===== config.mk =====
export PLATFORM = sky130hd
export DESIGN_NAME = mem_access_ctrl
export DESIGN_NICKNAME = d
export VERILOG_FILES = /design/src/rtl/mem_access_ctrl.sv
export SDC_FILE = /design/constraint.sdc
export NUM_CORES = 1
export LEC_CHECK = 0
export ABC_AREA = 1
export CAP_MARGIN = 30
export CORE_ASPECT_RATIO = 0.8
export CORE_MARGIN = 3
export CORE_UTILIZATION = 40
export CTS_CLUSTER_DIAMETER = 120
export DETAILED_ROUTE_END_ITERATION = 12
export PLACE_DENSITY = 0.76
export SYNTH_ARGS = -nofsm -noshare
export SYNTH_HDL_FRONTEND = slang
export SYNTH_SLANG_ARGS = --single-unit

===== constraint.sdc =====
create_clock -name clk -period 5.2 [get_ports clk]
set_input_delay 1.04 -clock clk [delete_from_list [all_inputs] [get_ports clk]]
set_output_delay 1.04 -clock clk [all_outputs]
set_load 0.02 [all_outputs]

===== src/rtl/mem_access_ctrl.sv =====
// Word-to-byte access sequencer with round-robin arbitration between an
// instruction-fetch port (read-only) and a load/store port (read/write).
module mem_access_ctrl #(
  parameter int unsigned ADDR_W = 10
) (
  input  logic              clk,
  input  logic              rst_n,
  input  logic              if_req,
  input  logic [31:0]       if_addr,
  output logic              if_ready,
  output logic [31:0]       if_rdata,
  output logic              if_err,
  input  logic              ls_req,
  input  logic              ls_we,
  input  logic [31:0]       ls_addr,
  input  logic [31:0]       ls_wdata,
  output logic              ls_ready,
  output logic [31:0]       ls_rdata,
  output logic              ls_err,
  output logic [ADDR_W-1:0] mem_addr,
  output logic [7:0]        mem_wdata,
  output logic              mem_we,
  input  logic [7:0]        mem_rdata,
  output logic              busy
);

  localparam logic [1:0] S_IDLE = 2'd0;
  localparam logic [1:0] S_XFER = 2'd1;
  localparam logic [1:0] S_RESP = 2'd2;

  logic [1:0]        state_q, state_d;
  logic [1:0]        cnt_q, cnt_d;
  logic              last_ls_q, last_ls_d;
  logic              port_ls_q, port_ls_d;
  logic [ADDR_W-1:0] addr_q, addr_d;
  logic              we_q, we_d;
  logic [31:0]       wdata_q, wdata_d;
  logic              err_q, err_d;
  logic [31:0]       rbuf_q, rbuf_d;

  logic              grant_any;
  logic              grant_ls;
  logic [ADDR_W-1:0] req_addr;
  logic [4:0]        byte_lsb;
  logic              in_xfer;
  logic              in_resp;
  logic [31:0]       resp_rdata;

  // Request address bits above ADDR_W are deliberately dropped.
  logic unused_addr_bits;
  assign unused_addr_bits = ^{if_addr[31:ADDR_W], ls_addr[31:ADDR_W]};

  // On a tie the port that did not win last time is granted.
  always_comb begin
    grant_any = if_req | ls_req;
    grant_ls  = (if_req & ls_req) ? ~last_ls_q : ls_req;
    req_addr  = grant_ls ? ls_addr[ADDR_W-1:0] : if_addr[ADDR_W-1:0];
    byte_lsb  = {cnt_q, 3'b000};
  end

  always_comb begin
    state_d   = state_q;
    cnt_d     = cnt_q;
    last_ls_d = last_ls_q;
    port_ls_d = port_ls_q;
    addr_d    = addr_q;
    we_d      = we_q;
    wdata_d   = wdata_q;
    err_d     = err_q;
    rbuf_d    = rbuf_q;
    case (state_q)
      S_IDLE: begin
        if (grant_any) begin
          port_ls_d = grant_ls;
          last_ls_d = grant_ls;
          addr_d    = req_addr;
          we_d      = grant_ls & ls_we;
          wdata_d   = grant_ls ? ls_wdata : '0;
          rbuf_d    = '0;
          cnt_d     = '0;
          if (req_addr[1:0] != 2'b00) begin
            err_d   = 1'b1;
            state_d = S_RESP;
          end else begin
            err_d   = 1'b0;
            state_d = S_XFER;
          end
        end
      end
      S_XFER: begin
        if (!we_q) begin
          rbuf_d[byte_lsb +: 8] = mem_rdata;
        end
        cnt_d = cnt_q + 2'd1;
        if (cnt_q == 2'd3) begin
          state_d = S_RESP;
        end
      end
      S_RESP: begin
        state_d = S_IDLE;
      end
      default: begin
        state_d = S_IDLE;
      end
    endcase
  end

  always_ff @(posedge clk or negedge rst_n) begin
    if (!rst_n) begin
      state_q   <= S_IDLE;
      cnt_q     <= '0;
      last_ls_q <= 1'b0;
      port_ls_q <= 1'b0;
      addr_q    <= '0;
      we_q      <= 1'b0;
      wdata_q   <= '0;
      err_q     <= 1'b0;
      rbuf_q    <= '0;
    end else begin
      state_q   <= state_d;
      cnt_q     <= cnt_d;
      last_ls_q <= last_ls_d;
      port_ls_q <= port_ls_d;
      addr_q    <= addr_d;
      we_q      <= we_d;
      wdata_q   <= wdata_d;
      err_q     <= err_d;
      rbuf_q    <= rbuf_d;
    end
  end

  always_comb begin
    in_xfer    = (state_q == S_XFER);
    in_resp    = (state_q == S_RESP);
    resp_rdata = (we_q | err_q) ? '0 : rbuf_q;

    mem_addr   = in_xfer ? addr_q + ADDR_W'(cnt_q) : '0;
    mem_wdata  = in_xfer ? wdata_q[byte_lsb +: 8] : '0;
    mem_we     = in_xfer & we_q;

    if_ready   = in_resp & ~port_ls_q;
    if_rdata   = if_ready ? resp_rdata : '0;
    if_err     = if_ready & err_q;
    ls_ready   = in_resp & port_ls_q;
    ls_rdata   = ls_ready ? resp_rdata : '0;
    ls_err     = ls_ready & err_q;

    busy       = (state_q != S_IDLE);
  end

endmodule

==> results of run 1 <==
[kinds of logic after synthesis]
family,after synthesis
adder cells (fa/ha/maj),8
flip-flops,81
AND/OR/NAND/NOR,308
AO/OA/AOI/OAI,119
buffers and inverters,116
[critical path, cell delays in order (launching register included)]
cell and delay (ps):
dfrtp_1 770, ha_1 320, fa_1 250, nand2_1 80, nor2_1 190, nand2_1 90
inv_1 80, a21oi_1 60, nor2_1 110, clkdlybuf4s50_1 610
[report_power, final]
part	leakage, nW	switching [mW]	total [mW]	internal (mW)
clock	0.151	0.246	0.668	0.423
sequential	1.07	0.139	0.942	0.803
combinational	1.45	0.932	1.35	0.420
[state kept, by name (all words and copies together) (netlist names)]
register	count
we_q	1
wdata_q	32
addr_q	10
rbuf_q	32
err_q	1
cnt_q	2
state_q	2
port_ls_q	1
[per-stage QoR]
step,instances,utilization
global route,912,0.589
CTS,911,0.587
floorplan,632,-
finish,912,0.589
detailed placement,895,0.559
global placement,892,0.553
[how the worst min path moves through the flow]
stage	end
after global placement	wdata_q[4]$_DFFE_PN0P_
after CTS	wdata_q[30]$_DFFE_PN0P_
after detailed placement	wdata_q[30]$_DFFE_PN0P_
after global routing	wdata_q[3]$_DFFE_PN0P_
after floorplan	wdata_q[0]$_DFFE_PN0P_
final	wdata_q[3]$_DFFE_PN0P_
[area by class of cell]
class,count,area share
Tap cell,144,0.0276
Clock buffer,12,0.0363
Inverter,79,0.0455
Multi-Input combinational cell,435,0.321
Timing Repair Buffer,157,0.247
Sequential cell,81,0.311
Clock inverter,4,0.0119
[routing by layer]
| layer | vias to the layer above | share of wire |
|---|---|---|
| met4 | 0 | 0.010 |
| met3 | 13 | 0.056 |
| met5 | - | 0 |
| met2 | 145 | 0.46 |
| li1 | 2310 | - |
| met1 | 2119 | 0.48 |
[cell usage in the layout, fill, tap and decap left out, types with 3 or more instances in the layout]
cell type        synthesis  layout
a21oi_1                 31      31
clkbuf_1                19       3
clkbuf_16                0       9
clkdlybuf4s50_1          0     151
dfrtp_1                 81      81
ha_1                     7       7
inv_1                   70      70
inv_2                    7       7
nand2_1                146     145
nand2_2                  4       5
nand2_4                  4       4
nand3_1                 39      39
nor2_1                  41      41
nor2_4                   3       3
nor3_1                  66      66
o21ai_0                 54      54
o21ai_1                 29      29
o22ai_1                  3       3
==> qor.yml, run 1 <==
setup_path:
  crit_required_ps: 4160
  reg2reg_slack_ps: 2680
  timing.critical_path.arrival_ps: 2880
  start_kind: "register"
  timing.rr.start: "cnt_q[1]$_DFFE_PN0P_"
  ff2ff_path_depth: 5
  setup.worst_path.class: "reg2out"
  crit_end: "mem_addr[8]"
  critPathLaunch: "cnt_q[0]$_DFFE_PN0P_"
  r2r_end: "rbuf_q[31]$_DFFE_PN0P_"
  end_kind: "output port"
  crit_fanout: 20
global_routing:
  gr-usage-all-layers: 0.203
  grt_pass1_vias: 4367
  grt-busiest-layer: "met2"
  use_met1: 0.286
  overflow: 0
  grt_pass1_wl_um: 21400
  antenna_found_initial: 0
  grt_max_degree: 65
  grtUsageMet2: 0.327
  use_met3: 0.0434
timing:
  timing.hold.ws_ps: 465
  timing.final.crit_share: 0.753
  fin_skew_ps: 7.38
  slew_viol_final: 0
  hold_viol: 0
  tns_ps: 0
  period_minus_slack_ps: 3920
  setup_viol: 0
  setup_ws_ps: 1280
  rsz0062_at_grt: "false"
  worst_pin_slew_ps: 758
  fmax_mhz: 255
  slew_headroom: 0.493
logic_synthesis:
  ys_ff_latch: 81
  synthSimpleGateAreaFrac: 0.299
  synth_seq_area_share: 0.441
  yosysTopAreaCellShare: 0.441
  ys_top_cells_by_count: "nand2_1 (146), dfrtp_1 (81), inv_1 (70), nor3_1 (66), o21ai_0 (54)"
  synth-xor-area-share: 0
  synth.avg_cell_area_um2: 7.27
  ys_warn_count: 0
  synth-async-reset-ratio: 1.00
  synth_top_family_by_area: "simple AND/OR/NAND/NOR gates"
  yosysMostFrequentCell: "nand2_1"
  synth_mux_area_frac: 0
  synth_edf_count: 0
  synthCells: 632
  synth_fa_ha_area_frac: 0.0234
  yosys-top-cells-area: "dfrtp_1 (44%), nand2_1 (12%), nor3_1 (7.2%), o21ai_0 (5.9%), inv_1 (5.7%)"
  synth_area_leader_cell: "dfrtp_1"
  synth_flop_cell: "dfrtp_1"
  synth_nets: 749
  netlist_area_mm2: 0.00460
  synth_compound_area_frac: 0.132
  yosysUniqueCellTypes: 28
detailed_routing:
  drtIter0Drc: 234
  vias: 4587
  drc: 0
  firstDrtPassIters: 5
  drt_wl_total_um: 13100
  drt-wirelength-per-cell_um: 14.3
  avgViaCountPerCell: 5.03
  ant_nets: 0
die:
  initial_utilization: 0.415
  die_area_mm2: 0.0128
  rows: 34
  die_x_um: 126
  core_area_mm2: 0.0111
  die_y_um: 102
  io_pins: 197
finish:
  finalInstanceArea_mm2: 0.00652
  drive_gt1_frac: 0.0547
  multi_input_area_mm2: 0.00209
  antenna_cells: 0
  area_growth_pct: 41.8
  seq_area_mm2: 0.00203
  nFillCells: 1018
  nets: 880
clock_network:
  clk_pin_slew_ps: 60
  cts_sinks: 81
  cts_resized: 0
  cts_tree: "yes"
  holdBufCountCts: 0
  cts_inserted_buffers: 9
  post_cts_buffers: 0
  worstSkewPairLatency_ps: 330
  clockBufferDepth: 2
  htree_num_levels: 3
  root_buffer: "clkbuf_16"
status:
  outcome: "finished, final reports clean"
power_and_ir_drop:
  vdd_drop_max_v: 0.000253
  power_density_mw_per_mm2: 455
  leakage_nw: 2.67
  power_mw: 2.96
job:
  cap_violations: 0
place:
  placed_area_mm2: 0.00618
  dp_hpwl_um: 9630
  numPortBuffers: 152
  dp_slack_ps: 1670
  gp_congestion: 0.837
min_path:
  holdPathStages: 2
  worstHoldStart: "wdata_q[3]$_DFFE_PN0P_"
  hp-class: "reg2reg"
Note: power is estimated with default switching activity, not from simulation.
==> run 2: changes to the inputs <==
--- a/config.mk
+++ b/config.mk
@@ -9,10 +9,10 @@
 export CAP_MARGIN = 30
 export CORE_ASPECT_RATIO = 0.8
 export CORE_MARGIN = 3
-export CORE_UTILIZATION = 40
+export CORE_UTILIZATION = 39
 export CTS_CLUSTER_DIAMETER = 120
 export DETAILED_ROUTE_END_ITERATION = 12
-export PLACE_DENSITY = 0.76
+export PLACE_DENSITY = 0.78
 export SYNTH_ARGS = -nofsm -noshare
 export SYNTH_HDL_FRONTEND = slang
 export SYNTH_SLANG_ARGS = --single-unit
==> constraint.sdc (replaced) <==
create_clock -name clk -period 3.2 [get_ports clk]
set_input_delay 0.64 -clock clk [delete_from_list [all_inputs] [get_ports clk]]
set_output_delay 0.64 -clock clk [all_outputs]
set_load 0.02 [all_outputs]
==> run 2 against run 1 <==
Total power grew 58%. Setup slack got worse by 1100 ps. Via count is 1.5% higher. Sequential share of layout area is 0.26 points higher. Core utilization is 1.2 points lower. Die area is 2.4% higher. Clock-buffer cell count is 3 lower. Flip-flop and latch count did not move. Hold slack got worse by 180 ps. Largest power group unchanged.
==> qor.yml, run 2 (synthesis gave the netlist of run 1 again) <==
timing:
  fin_skew_ps: 5.50
  period_minus_slack_ps: 3040
  fmax_mhz: 329
  tns_ps: 0
  worst_pin_slew_ps: 743
  slew_viol_final: 0
  slew_headroom: 0.504
  rsz0062_at_grt: "false"
  timing.final.crit_share: 0.950
  timing.hold.ws_ps: 285
  setup_viol: 0
  hold_viol: 0
detailed_routing:
  wl_met2_um: 6750
  firstDrtPassIters: 5
  drt_wl_total_um: 13900
  drc: 0
  wl_met3_um: 810
  ant_nets: 0
  avgViaCountPerCell: 5.10
  topRoutingLayerUsed: "met4"
  wl_met1_um: 6210
  drt-wirelength-per-cell_um: 15.2
  drtIter0Drc: 373
  vias: 4657
setup_path:
  cpMaxStageDelayCell: "clkdlybuf4s50_1"
  crit_required_ps: 2560
  setup.worst_path.class: "reg2out"
  end_kind: "output port"
  crit_fanout: 30
  timing.critical_path.arrival_ps: 2400
  ff2ff_path_depth: 6
  worst-path-stages: 5
  reg2reg_slack_ps: 1040
  start_kind: "register"
  path_cells: "buf_4, inv_2, o21ai_0, a21oi_1, clkdlybuf4s50_1"
  crit_buf_inv: 3
  cp_top_family: "buffers and inverters"
  cpPeakStageDelay_ps: 630
finish:
  antenna_cells: 0
  final_common_cell: "clkdlybuf4s50_1"
  drive_gt1_frac: 0.0623
  area_growth_pct: 40.6
  final_cell_mix: "clkdlybuf4s50_1 (149), nand2_1 (145), dfrtp_1 (81)"
  reg_top3: "rbuf_q: 32 flops, wdata_q: 32 flops, addr_q: 10 flops"
  nets: 882
  fin_cells: 914
die:
  die_y_um: 103
  io_pins: 197
  initial_utilization: 0.411
  die_x_um: 127
  core_area_mm2: 0.0112
  rows: 34
  die_area_mm2: 0.0131
global_routing:
  grt_max_degree: 65
  grt_pass1_wl_um: 22500
  gr-usage-all-layers: 0.213
  antenna_found_initial: 0
  grt_pass1_vias: 4618
  overflow: 0
clock_network:
  worstSkewPairLatency_ps: 330
  clockBufferDepth: 2
  cts_inserted_buffers: 9
  post_cts_buffers: 0
  htree_num_levels: 3
  cts_sinks: 81
  root_buffer: "clkbuf_16"
  cts_tree: "yes"
  clk_pin_slew_ps: 60
power_and_ir_drop:
  power_density_mw_per_mm2: 725
  leakage_nw: 2.68
  vdd_drop_max_v: 0.000372
place:
  numPortBuffers: 152
  dp.cells: 898
  gp_congestion: 0.892
  dp_hpwl_um: 10100
status:
  outcome: "finished, final reports clean"
min_path:
  hp-class: "in2async"
job:
  cap_violations: 0
[run 2: cell count changes in the layout (fill, tap and decap cells not counted), sizes merged]
cell,previous run,this run
bufinv,2,0
dlymetal6s2s,0,1
inv,77,78
clkinv,4,7
dlygate4sd2,0,1
buf,6,8
clkdlybuf4s50,151,149
clkbuf,12,9
clkinvlp,0,1
[run 2: per-stage QoR]
| stage | cell area, µm² | worst slack, ps | util | total power, mW |
|---|---|---|---|---|
| 4_1_cts | 6460 | 110 | 0.577 | 4.72 |
| 2_1_floorplan | 4600 | 799 | - | 3.09 |
| 5_1_grt | 6460 | 10.7 | 0.578 | 5.07 |
| 3_5_place_dp | 6180 | 370 | 0.552 | 3.73 |
| 6_report | 6460 | 161 | 0.578 | 4.69 |
| 3_3_place_gp | 6160 | 427 | 0.550 | 3.63 |
[run 2: path summary, 6_finish.rpt]
path                                    startpoint                       to
min in group clk           wdata_q[25]$_DFFE_PN0P_  wdata_q[25]$_DFFE_PN0P_
max reg2reg                   cnt_q[0]$_DFFE_PN0P_   rbuf_q[25]$_DFFE_PN0P_
max                           cnt_q[0]$_DFFE_PN0P_             mem_wdata[4]
min reg2reg                wdata_q[25]$_DFFE_PN0P_  wdata_q[25]$_DFFE_PN0P_
max in group asynchronous                    rst_n    addr_q[9]$_DFFE_PN0P_
min                                          rst_n    rbuf_q[5]$_DFFE_PN0P_
[run 2: routing by layer]
metal  up-vias  global-route usage
li1       2312                   -
met1      2191               0.287
met2       145               0.349
met3         9              0.0482
met4         0              0.0618
met5         -                   0
[run 2: what timing repair did]
action                                  CTS  global route
endpoints found under the setup margin    2             1
hold buffers                              0             0
resized for setup                         2             1
hold endpoints to repair                  0             0
[run 2: final cells by class]
type / instances / area, µm²
Clock buffer: 9 / 225
Tap cell: 144 / 180
Inverter: 79 / 298
Timing Repair Buffer: 159 / 1590
Sequential cell: 81 / 2030
Fill cell: 1047 / 4730
Clock inverter: 7 / 56.3
Multi-Input combinational cell: 435 / 2090
[run 2: report_power, final]
part / switching [mW] / internal (mW)
clock: 0.437 / 0.532
sequential: 0.179 / 1.31
combinational: 1.57 / 0.661
total: 2.19 / 2.50
